==> config.mk <==
export PLATFORM = sky130hd
export DESIGN_NAME = eth_frame_recv
export DESIGN_NICKNAME = d
export VERILOG_FILES = /design/src/rtl/eth_recv_pkg.sv /design/src/rtl/eth_addr_match.sv /design/src/rtl/eth_frame_recv.sv
export SDC_FILE = /design/constraint.sdc
export NUM_CORES = 1
export LEC_CHECK = 0
export CAP_MARGIN = 20
export CORE_ASPECT_RATIO = 1.75
export CORE_MARGIN = 2
export CORE_UTILIZATION = 55
export CTS_BUF_LIST = sky130_fd_sc_hd__clkbuf_8
export CTS_CLUSTER_SIZE = 40
export DETAILED_ROUTE_END_ITERATION = 8
export GPL_ROUTABILITY_DRIVEN = 0
export GPL_TIMING_DRIVEN = 0
export PLACE_DENSITY = 0.83
export SLEW_MARGIN = 20
export SYNTH_ARGS = -nofsm -noshare
export SYNTH_HDL_FRONTEND = slang
export SYNTH_SLANG_ARGS = --single-unit
==> constraint.sdc <==
create_clock -name clk -period 9.4 [get_ports clk]
set_input_delay 0.94 -clock clk [delete_from_list [all_inputs] [get_ports clk]]
set_output_delay 0.94 -clock clk [all_outputs]
set_load 0.005 [all_outputs]
==> src/rtl/eth_recv_pkg.sv <==
// Shared types, octet constants and field lengths for the frame receiver.
package eth_recv_pkg;

    typedef enum logic [3:0] {
        StIdle,
        StPreamble,
        StSfd,
        StMacDst,
        StMacSrc,
        StLen,
        StPayload,
        StFcs,
        StReport
    } state_t;

    typedef enum logic [3:0] {
        ErrNone     = 4'd0,
        ErrPreamble = 4'd1,
        ErrSfd      = 4'd2,
        ErrAddr     = 4'd3,
        ErrLength   = 4'd4,
        ErrFcs      = 4'd5,
        ErrTimeout  = 4'd6
    } err_code_t;

    localparam logic [7:0]  PREAMBLE_OCTET = 8'hAA;
    localparam logic [7:0]  SFD_OCTET      = 8'hAB;
    localparam logic [47:0] BCAST_ADDR     = 48'hFF_FF_FF_FF_FF_FF;

    localparam int unsigned PREAMBLE_LEN = 7;
    localparam int unsigned SFD_LEN      = 1;
    localparam int unsigned MACDST_LEN   = 6;
    localparam int unsigned MACSRC_LEN   = 6;
    localparam int unsigned LEN_LEN      = 2;
    localparam int unsigned FCS_LEN      = 4;

    // Final check byte that brings the running modulo-256 sum back to zero.
    function automatic logic [7:0] fcs_expected(input logic [7:0] sum);
        return 8'h00 - sum;
    endfunction

    // True when cnt indexes the last byte of a field of length len.
    function automatic logic field_done(input logic [2:0] cnt, input int unsigned len);
        return cnt == 3'(len - 1);
    endfunction

endpackage

==> src/rtl/eth_addr_match.sv <==
// Combinational destination-address filter: promiscuous, table hit or broadcast.
module eth_addr_match
    import eth_recv_pkg::*;
#(
    parameter int unsigned               NUM_ADDRS    = 2,
    parameter logic [NUM_ADDRS*48-1:0]   ADDR_TABLE   = {48'h00_0a_95_9d_68_16,
                                                         48'h02_00_00_00_00_01},
    parameter bit                        ACCEPT_BCAST = 1'b1
) (
    input  logic [47:0] dest,
    input  logic        promisc,
    output logic        hit
);

    always_comb begin
        hit = promisc || (ACCEPT_BCAST && (dest == BCAST_ADDR));
        for (int unsigned i = 0; i < NUM_ADDRS; i++) begin
            if (dest == ADDR_TABLE[i*48 +: 48]) begin
                hit = 1'b1;
            end
        end
    end

endmodule

==> src/rtl/eth_frame_recv.sv <==
// Byte-serial frame receiver: preamble/SFD sync, address filter, length check,
// payload forwarding with one-cycle latency and an additive frame check.
module eth_frame_recv
    import eth_recv_pkg::*;
#(
    parameter int unsigned             NUM_ADDRS    = 2,
    parameter logic [NUM_ADDRS*48-1:0] ADDR_TABLE   = {48'h00_0a_95_9d_68_16,
                                                       48'h02_00_00_00_00_01},
    parameter bit                      ACCEPT_BCAST = 1'b1,
    parameter int unsigned             MAX_PAYLOAD  = 1500,
    parameter int unsigned             GAP_TIMEOUT  = 16
) (
    input  logic        clk,
    input  logic        rst,
    input  logic [7:0]  in_data,
    input  logic        in_vld,
    input  logic        promisc,
    output logic [7:0]  out_data,
    output logic        out_vld,
    output logic        out_last,
    output logic        sts_vld,
    output logic        sts_ok,
    output logic [3:0]  sts_code,
    output logic        busy,
    output logic [15:0] cnt_ok,
    output logic [15:0] cnt_err
);

    localparam logic [15:0] MAX_LEN  = 16'(MAX_PAYLOAD);
    localparam logic [15:0] GAP_LAST = 16'(GAP_TIMEOUT - 1);

    state_t      state_q;
    logic [2:0]  field_cnt_q;
    logic [39:0] dst_q;
    logic [7:0]  len_hi_q;
    logic [15:0] remain_q;
    logic [7:0]  sum_q;
    logic        match_q;
    logic        fcs_bad_q;
    logic [15:0] gap_q;
    logic [7:0]  out_data_q;
    logic        out_vld_q;
    logic        out_last_q;
    logic        sts_vld_q;
    logic        sts_ok_q;
    err_code_t   sts_code_q;
    logic [15:0] cnt_ok_q;
    logic [15:0] cnt_err_q;

    logic [47:0] dst_next;
    logic [15:0] len_next;
    logic [7:0]  sum_next;
    logic        addr_hit;
    logic        rpt_req;
    err_code_t   rpt_code;

    assign dst_next = {dst_q, in_data};
    assign len_next = {len_hi_q, in_data};
    assign sum_next = sum_q + in_data;

    eth_addr_match #(
        .NUM_ADDRS   (NUM_ADDRS),
        .ADDR_TABLE  (ADDR_TABLE),
        .ACCEPT_BCAST(ACCEPT_BCAST)
    ) u_addr_match (
        .dest   (dst_next),
        .promisc(promisc),
        .hit    (addr_hit)
    );

    // Every way a frame can end, timeout first since it needs no byte.
    always_comb begin
        rpt_req  = 1'b0;
        rpt_code = ErrNone;
        if (state_q != StIdle && state_q != StReport && !in_vld && gap_q == GAP_LAST) begin
            rpt_req  = 1'b1;
            rpt_code = ErrTimeout;
        end else if (in_vld) begin
            case (state_q)
                StPreamble: begin
                    if (in_data != PREAMBLE_OCTET) begin
                        rpt_req  = 1'b1;
                        rpt_code = ErrPreamble;
                    end
                end
                StSfd: begin
                    if (in_data != SFD_OCTET) begin
                        rpt_req  = 1'b1;
                        rpt_code = ErrSfd;
                    end
                end
                StLen: begin
                    if (field_done(field_cnt_q, LEN_LEN) &&
                        (len_next == 16'd0 || len_next > MAX_LEN)) begin
                        rpt_req  = 1'b1;
                        rpt_code = ErrLength;
                    end
                end
                StFcs: begin
                    if (field_done(field_cnt_q, FCS_LEN)) begin
                        rpt_req = 1'b1;
                        if (fcs_bad_q || in_data != fcs_expected(sum_q)) begin
                            rpt_code = ErrFcs;
                        end else if (!match_q) begin
                            rpt_code = ErrAddr;
                        end else begin
                            rpt_code = ErrNone;
                        end
                    end
                end
                default: ;
            endcase
        end
    end

    always_ff @(posedge clk) begin
        if (rst) begin
            state_q     <= StIdle;
            field_cnt_q <= '0;
            dst_q       <= '0;
            len_hi_q    <= '0;
            remain_q    <= '0;
            sum_q       <= '0;
            match_q     <= 1'b0;
            fcs_bad_q   <= 1'b0;
            gap_q       <= '0;
            out_data_q  <= '0;
            out_vld_q   <= 1'b0;
            out_last_q  <= 1'b0;
            sts_vld_q   <= 1'b0;
            sts_ok_q    <= 1'b0;
            sts_code_q  <= ErrNone;
            cnt_ok_q    <= '0;
            cnt_err_q   <= '0;
        end else begin
            out_vld_q  <= 1'b0;
            out_last_q <= 1'b0;
            sts_vld_q  <= 1'b0;
            sts_ok_q   <= 1'b0;
            sts_code_q <= ErrNone;
            if (rpt_req) begin
                state_q    <= StReport;
                gap_q      <= '0;
                sts_vld_q  <= 1'b1;
                sts_ok_q   <= (rpt_code == ErrNone);
                sts_code_q <= rpt_code;
                if (rpt_code == ErrNone) begin
                    if (cnt_ok_q != 16'hFFFF) cnt_ok_q <= cnt_ok_q + 16'd1;
                end else begin
                    if (cnt_err_q != 16'hFFFF) cnt_err_q <= cnt_err_q + 16'd1;
                end
            end else if (state_q == StReport) begin
                state_q     <= StIdle;
                field_cnt_q <= '0;
                sum_q       <= '0;
                len_hi_q    <= '0;
                remain_q    <= '0;
                match_q     <= 1'b0;
                fcs_bad_q   <= 1'b0;
                gap_q       <= '0;
            end else if (!in_vld) begin
                if (state_q != StIdle) gap_q <= gap_q + 16'd1;
            end else begin
                gap_q <= '0;
                case (state_q)
                    StIdle: begin
                        if (in_data == PREAMBLE_OCTET) begin
                            state_q     <= StPreamble;
                            field_cnt_q <= 3'd1;
                            sum_q       <= '0;
                            match_q     <= 1'b0;
                            fcs_bad_q   <= 1'b0;
                        end
                    end
                    StPreamble: begin
                        if (field_done(field_cnt_q, PREAMBLE_LEN)) begin
                            state_q     <= StSfd;
                            field_cnt_q <= '0;
                        end else begin
                            field_cnt_q <= field_cnt_q + 3'd1;
                        end
                    end
                    StSfd: begin
                        if (field_done(field_cnt_q, SFD_LEN)) begin
                            state_q     <= StMacDst;
                            field_cnt_q <= '0;
                        end else begin
                            field_cnt_q <= field_cnt_q + 3'd1;
                        end
                    end
                    StMacDst: begin
                        dst_q <= dst_next[39:0];
                        sum_q <= sum_next;
                        if (field_done(field_cnt_q, MACDST_LEN)) begin
                            match_q     <= addr_hit;
                            state_q     <= StMacSrc;
                            field_cnt_q <= '0;
                        end else begin
                            field_cnt_q <= field_cnt_q + 3'd1;
                        end
                    end
                    StMacSrc: begin
                        sum_q <= sum_next;
                        if (field_done(field_cnt_q, MACSRC_LEN)) begin
                            state_q     <= StLen;
                            field_cnt_q <= '0;
                        end else begin
                            field_cnt_q <= field_cnt_q + 3'd1;
                        end
                    end
                    StLen: begin
                        sum_q    <= sum_next;
                        len_hi_q <= in_data;
                        if (field_done(field_cnt_q, LEN_LEN)) begin
                            remain_q    <= len_next;
                            state_q     <= StPayload;
                            field_cnt_q <= '0;
                        end else begin
                            field_cnt_q <= field_cnt_q + 3'd1;
                        end
                    end
                    StPayload: begin
                        sum_q    <= sum_next;
                        remain_q <= remain_q - 16'd1;
                        // Missed frames are still parsed, just not forwarded.
                        if (match_q) begin
                            out_data_q <= in_data;
                            out_vld_q  <= 1'b1;
                            out_last_q <= (remain_q == 16'd1);
                        end
                        if (remain_q == 16'd1) begin
                            state_q     <= StFcs;
                            field_cnt_q <= '0;
                        end
                    end
                    StFcs: begin
                        if (in_data != 8'h00) fcs_bad_q <= 1'b1;
                        field_cnt_q <= field_cnt_q + 3'd1;
                    end
                    default: state_q <= StIdle;
                endcase
            end
        end
    end

    assign out_data = out_data_q;
    assign out_vld  = out_vld_q;
    assign out_last = out_last_q;
    assign sts_vld  = sts_vld_q;
    assign sts_ok   = sts_ok_q;
    assign sts_code = sts_code_q;
    assign busy     = (state_q != StIdle);
    assign cnt_ok   = cnt_ok_q;
    assign cnt_err  = cnt_err_q;

endmodule

==> metrics, run 1 <==
# setup viols final 0; Setup Fix Bufs, Post-CTS 0; max_slew headroom 0.462; Die X 93.1 um; deepest clock path buffer count 2; Routed Antenna Nets 0; # DRC 0; final hold violation count 0; Die Y 160 um; first-pass GRT wire length 34300 um; adder-cell area share of the yosys netlist 0.0321; Post-synth EDFFs 0; dpl hpwl 15200 um; post-cts sizing count 0; Initial Util 0.558; DRT Wirelength 21200 um; Final Critical Period 4.20 ns; Synth Area in XOR/XNOR 0.0401; R2R setup slack 5.63 ns; Inserted Diodes 0; most used cell, CP clkbuf_1; H-tree depth 4; total gr overflow 0; CP endpoint kind register; status completed; placed cell count 1200; CTS tree yes; cts hold-fix bufs 0; Post-Synth Simple-Gate Area 0.292; commonest non-fill, non-tap cell in the layout nand2_1; top cell type's share of synthesized area 0.377; port bufs 57; initial antenna violation count 0; critical-path cell list clkdlybuf4s50_1 > clkbuf_1 > nor4_1 > nand4_1 > o2111ai_1 > a311oi_2 > nor2b_1 > clkbuf_1 > o21ai_0 > a211oi_1; Yosys Warn Count 0; syn_nets 997; VDD IR-drop max 0.102 mV; worst hold path depth 2; GRT Overall Usage 0.287; final std cells w/o fill 1231; most frequent cells in the layout nand2_1 (160), dfxtp_1 (144), a21oi_1 (105); critical setup path kind input port to register; Compound-Gate Fraction of Synth Area 0.194; worst endpoint required time 9.76 ns; #FFs+latches synth 144; CORE AREA 13700 um2; nets 1073; synthesized area per cell 7.91 um2; io pins 61; Worst Tran Pin Value 0.801 ns; ratio of cells with drive above 1 in the final layout 0.0712; period utilization 0.447; CTS sink count 144; drt pass-1 iters 6; final-report max-slew violation count 0; sequential area share after synthesis 0.377; top cells by area, synth dfxtp_1 (38%), nand2_1 (7.9%), a21oi_1 (6.9%); worst-path maximum fanout 10; clk_lat worst skew 0.46 ns; Worst Clk Skew 0.0147 ns; DR iter-0 viols 629; vias in the first global route 7320; Synth Instances 966; post-synthesis mux area share 0.0152; Main synth FF type dfxtp_1; RSZ-0062 raised after global routing false; DR WL/cell 17.2 um; Pwr Density 138 nW/um2; CP peak stage delay 0.71 ns; Worst Path Arrival 4.57 ns; ys async rst share 0; Netlist cell types 87; Total Neg Setup Slack 0 ns; Min-Delay Path Class register to register; Worst setup SP type input port; CTS Buf Count 17; clk root buf clkbuf_8; cell area after synthesis 7640 um2; Via-to-Cell Ratio 6.14; largest net degree at the start of global routing 17; area leader, netlist dfxtp_1; FMAX 238 MHz; max-cap viol count 0; Layout area overhead 15.9%; main combinational cell family by area after synthesis simple AND/OR/NAND/NOR gates; Core Rows 57; clock-pin slew on the worst setup and hold paths 0.08 ns; worst hold slack 0.457 ns; slowest CP cell a311oi_2; DIE AREA 14900 um2; P_leak 3.08 nW; vias post-DR 7557; R2R cell count 11
power by group:
| part | internal [mW] | switching (mW) | leakage, nW |
|---|---|---|---|
| registers | 0.612 | 0.00321 | 1.16 |
| clock network | 0.280 | 0.239 | 0.213 |
| logic | 0.0302 | 0.0573 | 1.71 |
per-layer routing:
metal	vias up	wire length [um]	track usage
li1	3609	-	-
met1	3491	7760	0.302
met2	341	10700	0.502
met3	116	1320	0.0491
met4	0	1410	0.208
met5	-	0	0
cells in the mapped netlist, types with 6 or more instances:
cell type / instances
and2_1: 7
clkbuf_1: 45
a211oi_1: 10
dfxtp_1: 144
o41ai_1: 6
xor2_1: 18
nand3_1: 35
nor4_1: 24
inv_1: 18
nand4_1: 29
nand2b_1: 7
nor2_1: 90
nand2_1: 160
mux2i_1: 6
nor3_1: 20
or4_1: 6
or3_1: 13
and3_1: 10
a21oi_1: 105
nor2b_1: 8
xnor2_1: 17
a21o_1: 7
ha_1: 18
o21ai_0: 41
critical path: cells and delay by family:
kind / cells / cell delay [ns]
compound gates: 4 / 1.36
buf+inv: 3 / 1.57
simple gates: 3 / 0.69
final timing paths:
check / from / to
setup reg to reg: sum_q[1] / cnt_err[5]
hold reg to reg: out_data[2] / out_data[2]
hold / removal: out_data[2] / out_data[2]
setup / recovery: in_data[6] / remain_q[11]
sequential cells by signal, summed over array words and instances, names as in the netlist:
name	count
sts_code	3
match_q	1
sum_q	8
state_q	4
remain_q	16
field_cnt_q	3
sts_ok	1
out_data	8
fcs_bad_q	1
out_last	1
len_hi_q	8
out_vld	1
sts_vld	1
dst_q	40
gap_q	16
cnt_ok	16
cnt_err	16
layout make-up:
class	instances	area, um2
clock buffers	20	275
repair buffers	57	571
inverters	19	71.3
fillers	1219	4840
plain buffers	61	303
flip-flops and latches	144	2880
well taps	177	221
clock inverters	11	140
multi-input cells	742	4390
cells by family after synthesis:
group                      after synthesis
and+or+nand+nor                        446
AOI/OAI and AO/OA                      230
DFF                                    144
buffers and inverters                   80
xor gates and xnor gates                35
adders and majority gates               19
muxes                                   11
other                                    1
stage by stage:
step | cell area, um2 | total power, mW | util | setup slack [ns]
detailed placement | 8430 | 0.715 | 0.616 | 4.87
finish | 8850 | 1.22 | 0.646 | 5.20
global placement | 8430 | 0.714 | 0.616 | 4.88
global route | 8850 | 1.26 | 0.646 | 5.07
floorplan | 7640 | 0.687 | - | 5.85
CTS | 8840 | 1.22 | 0.646 | 5.31
Power figures use the tool's default switching activity.
==> run 2, diff against run 1 <==
- clock period: 9.4 -> 4.35 ns (I/O delays scaled with it)
==> run 2 against run 1 <==
Against the previous run: clock skew barely moved; clock power rose by 120%; sequential cell count did not move; sequential power rose by 120%; setup slack got worse by 4.6 ns.
==> metrics, run 2 (same netlist as run 1, synthesis figures left out) <==
Die Y 160 um; post-cts sizing count 0; largest net degree at the start of global routing 17; DR WL/cell 17.2 um; period utilization 0.864; CP peak stage delay 0.55 ns; io pins 61; status completed; final std cells w/o fill 1231; first-pass GRT wire length 34300 um; Tot Pwr 2.64 mW; Worst Path Arrival 4.10 ns; min-delay src out_data[1]; Setup Fix Bufs, Post-CTS 0; ratio of cells with drive above 1 in the final layout 0.0712; vias post-DR 7569; R2R setup slack 0.59 ns; Biggest register dst_q; CP endpoint kind register; worst-path maximum fanout 10; max-cap viol count 0; critical setup path kind register to register; Worst R2R End cnt_err[5]; CTS sink count 144; RSZ-0062 raised after global routing false; cts hold-fix bufs 0; CTS Buf Count 17; slowest CP cell or4_4; VDD IR-drop max 0.220 mV; drt pass-1 iters 5; CORE AREA 13700 um2; Worst Clk Skew 0.0146 ns; Min-Delay Path Class register to register; Multi-input gate area 4390 um2; clk root buf clkbuf_8; R2R cell count 11; commonest non-fill, non-tap cell in the layout nand2_1; clock-pin slew on the worst setup and hold paths 0.08 ns; deepest clock path buffer count 2; Total Neg Setup Slack 0 ns; critical-path cell list inv_1 > ha_1 > xor2_1 > or3_1 > or4_4 > a211oi_4 > o211ai_4 > a21oi_1 > clkbuf_1 > nor3_1 > mux2_1; Via-to-Cell Ratio 6.15; DR iter-0 viols 588; Worst setup SP type register; dpl hpwl 15200 um; final-report max-slew violation count 0; Inserted Diodes 0; initial antenna violation count 0; DRT Wirelength 21200 um; total gr overflow 0; Final Critical Period 3.76 ns; Final Cell Area 8850 um2; H-tree depth 4; Critical R2R Launch sum_q[1]; Pwr Density 298 nW/um2; vias in the first global route 7313; Layout area overhead 15.9%; most frequent cells in the layout nand2_1 (160), dfxtp_1 (144), a21oi_1 (105); Die X 93.1 um; Routed Antenna Nets 0; GRT Overall Usage 0.287; placed cell count 1200; P_leak 3.08 nW; CTS tree yes; fillcell total 1219; Core Rows 57; FMAX 266 MHz; Crit. Startpoint sum_q[1]; Critical Path End cnt_err[5]; # DRC 0; port bufs 57; max_slew headroom 0.444; placed instance area 8430 um2; # setup viols final 0; nets 1073; DIE AREA 14900 um2; final hold violation count 0; max reg flops 40; Initial Util 0.558; worst endpoint required time 4.69 ns; clk_lat worst skew 0.46 ns; Register Area 2880 um2; Worst Tran Pin Value 0.828 ns
==> run 2: cell counts in the layout (fill, tap and decap cells not counted) <==
No cell type changed its count.
==> run 2: routing by layer <==
metal,part of all wire,vias to the layer above,track usage
met5,0,-,0
met4,0.065,0,0.210
met3,0.062,112,0.0462
met2,0.51,331,0.503
met1,0.37,3516,0.303
li1,-,3610,-
==> run 2: worst min path at each step <==
stage	slack, ns	to	cells past startpoint
after floorplan	0.45	dst_q[39]	2
after global placement	0.44	out_data[2]	2
after detailed placement	0.45	out_data[1]	2
after CTS	0.46	out_data[1]	2
after global routing	0.49	out_data[6]	2
final	0.46	out_data[1]	2
==> run 2: final cells by class <==
type / count / area share
multi-input cells: 742 / 0.496
flip-flops and latches: 144 / 0.326
repair buffers: 57 / 0.0645
plain buffers: 61 / 0.0342
clock buffers: 20 / 0.0311
well taps: 177 / 0.0250
clock inverters: 11 / 0.0158
inverters: 19 / 0.00806
==> run 2: through the flow <==
| step | setup slack, ns | util | hold slack [ns] |
|---|---|---|---|
| CTS | 0.638 | 0.646 | 0.462 |
| detailed placement | 0.328 | 0.616 | 0.450 |
| finish | 0.591 | 0.646 | 0.457 |
| global placement | 0.334 | 0.616 | 0.445 |
| floorplan | 1.16 | - | 0.449 |
| global route | 0.434 | 0.646 | 0.486 |
==> run 2: report_power, final <==
part / switching (mW) / leakage (nW) / internal [mW] / total, mW
Combinational: 0.124 / 1.71 / 0.0652 / 0.189
Sequential: 0.00690 / 1.16 / 1.32 / 1.33
Clock: 0.515 / 0.213 / 0.605 / 1.12
Total: 0.646 / 3.08 / 1.99 / 2.64
==> run 2: critical path: cells and delay by family (launching register included) <==
kind                     cells  cell delay (ns)
multiplexers                 1             0.32
buffers and inverters        2             0.47
flip-flops                   1             0.51
adder cells (fa/ha/maj)      1             0.30
AND/OR/NAND/NOR              3             0.99
AO/OA/AOI/OAI                3             0.91
XOR/XNOR                     1             0.14
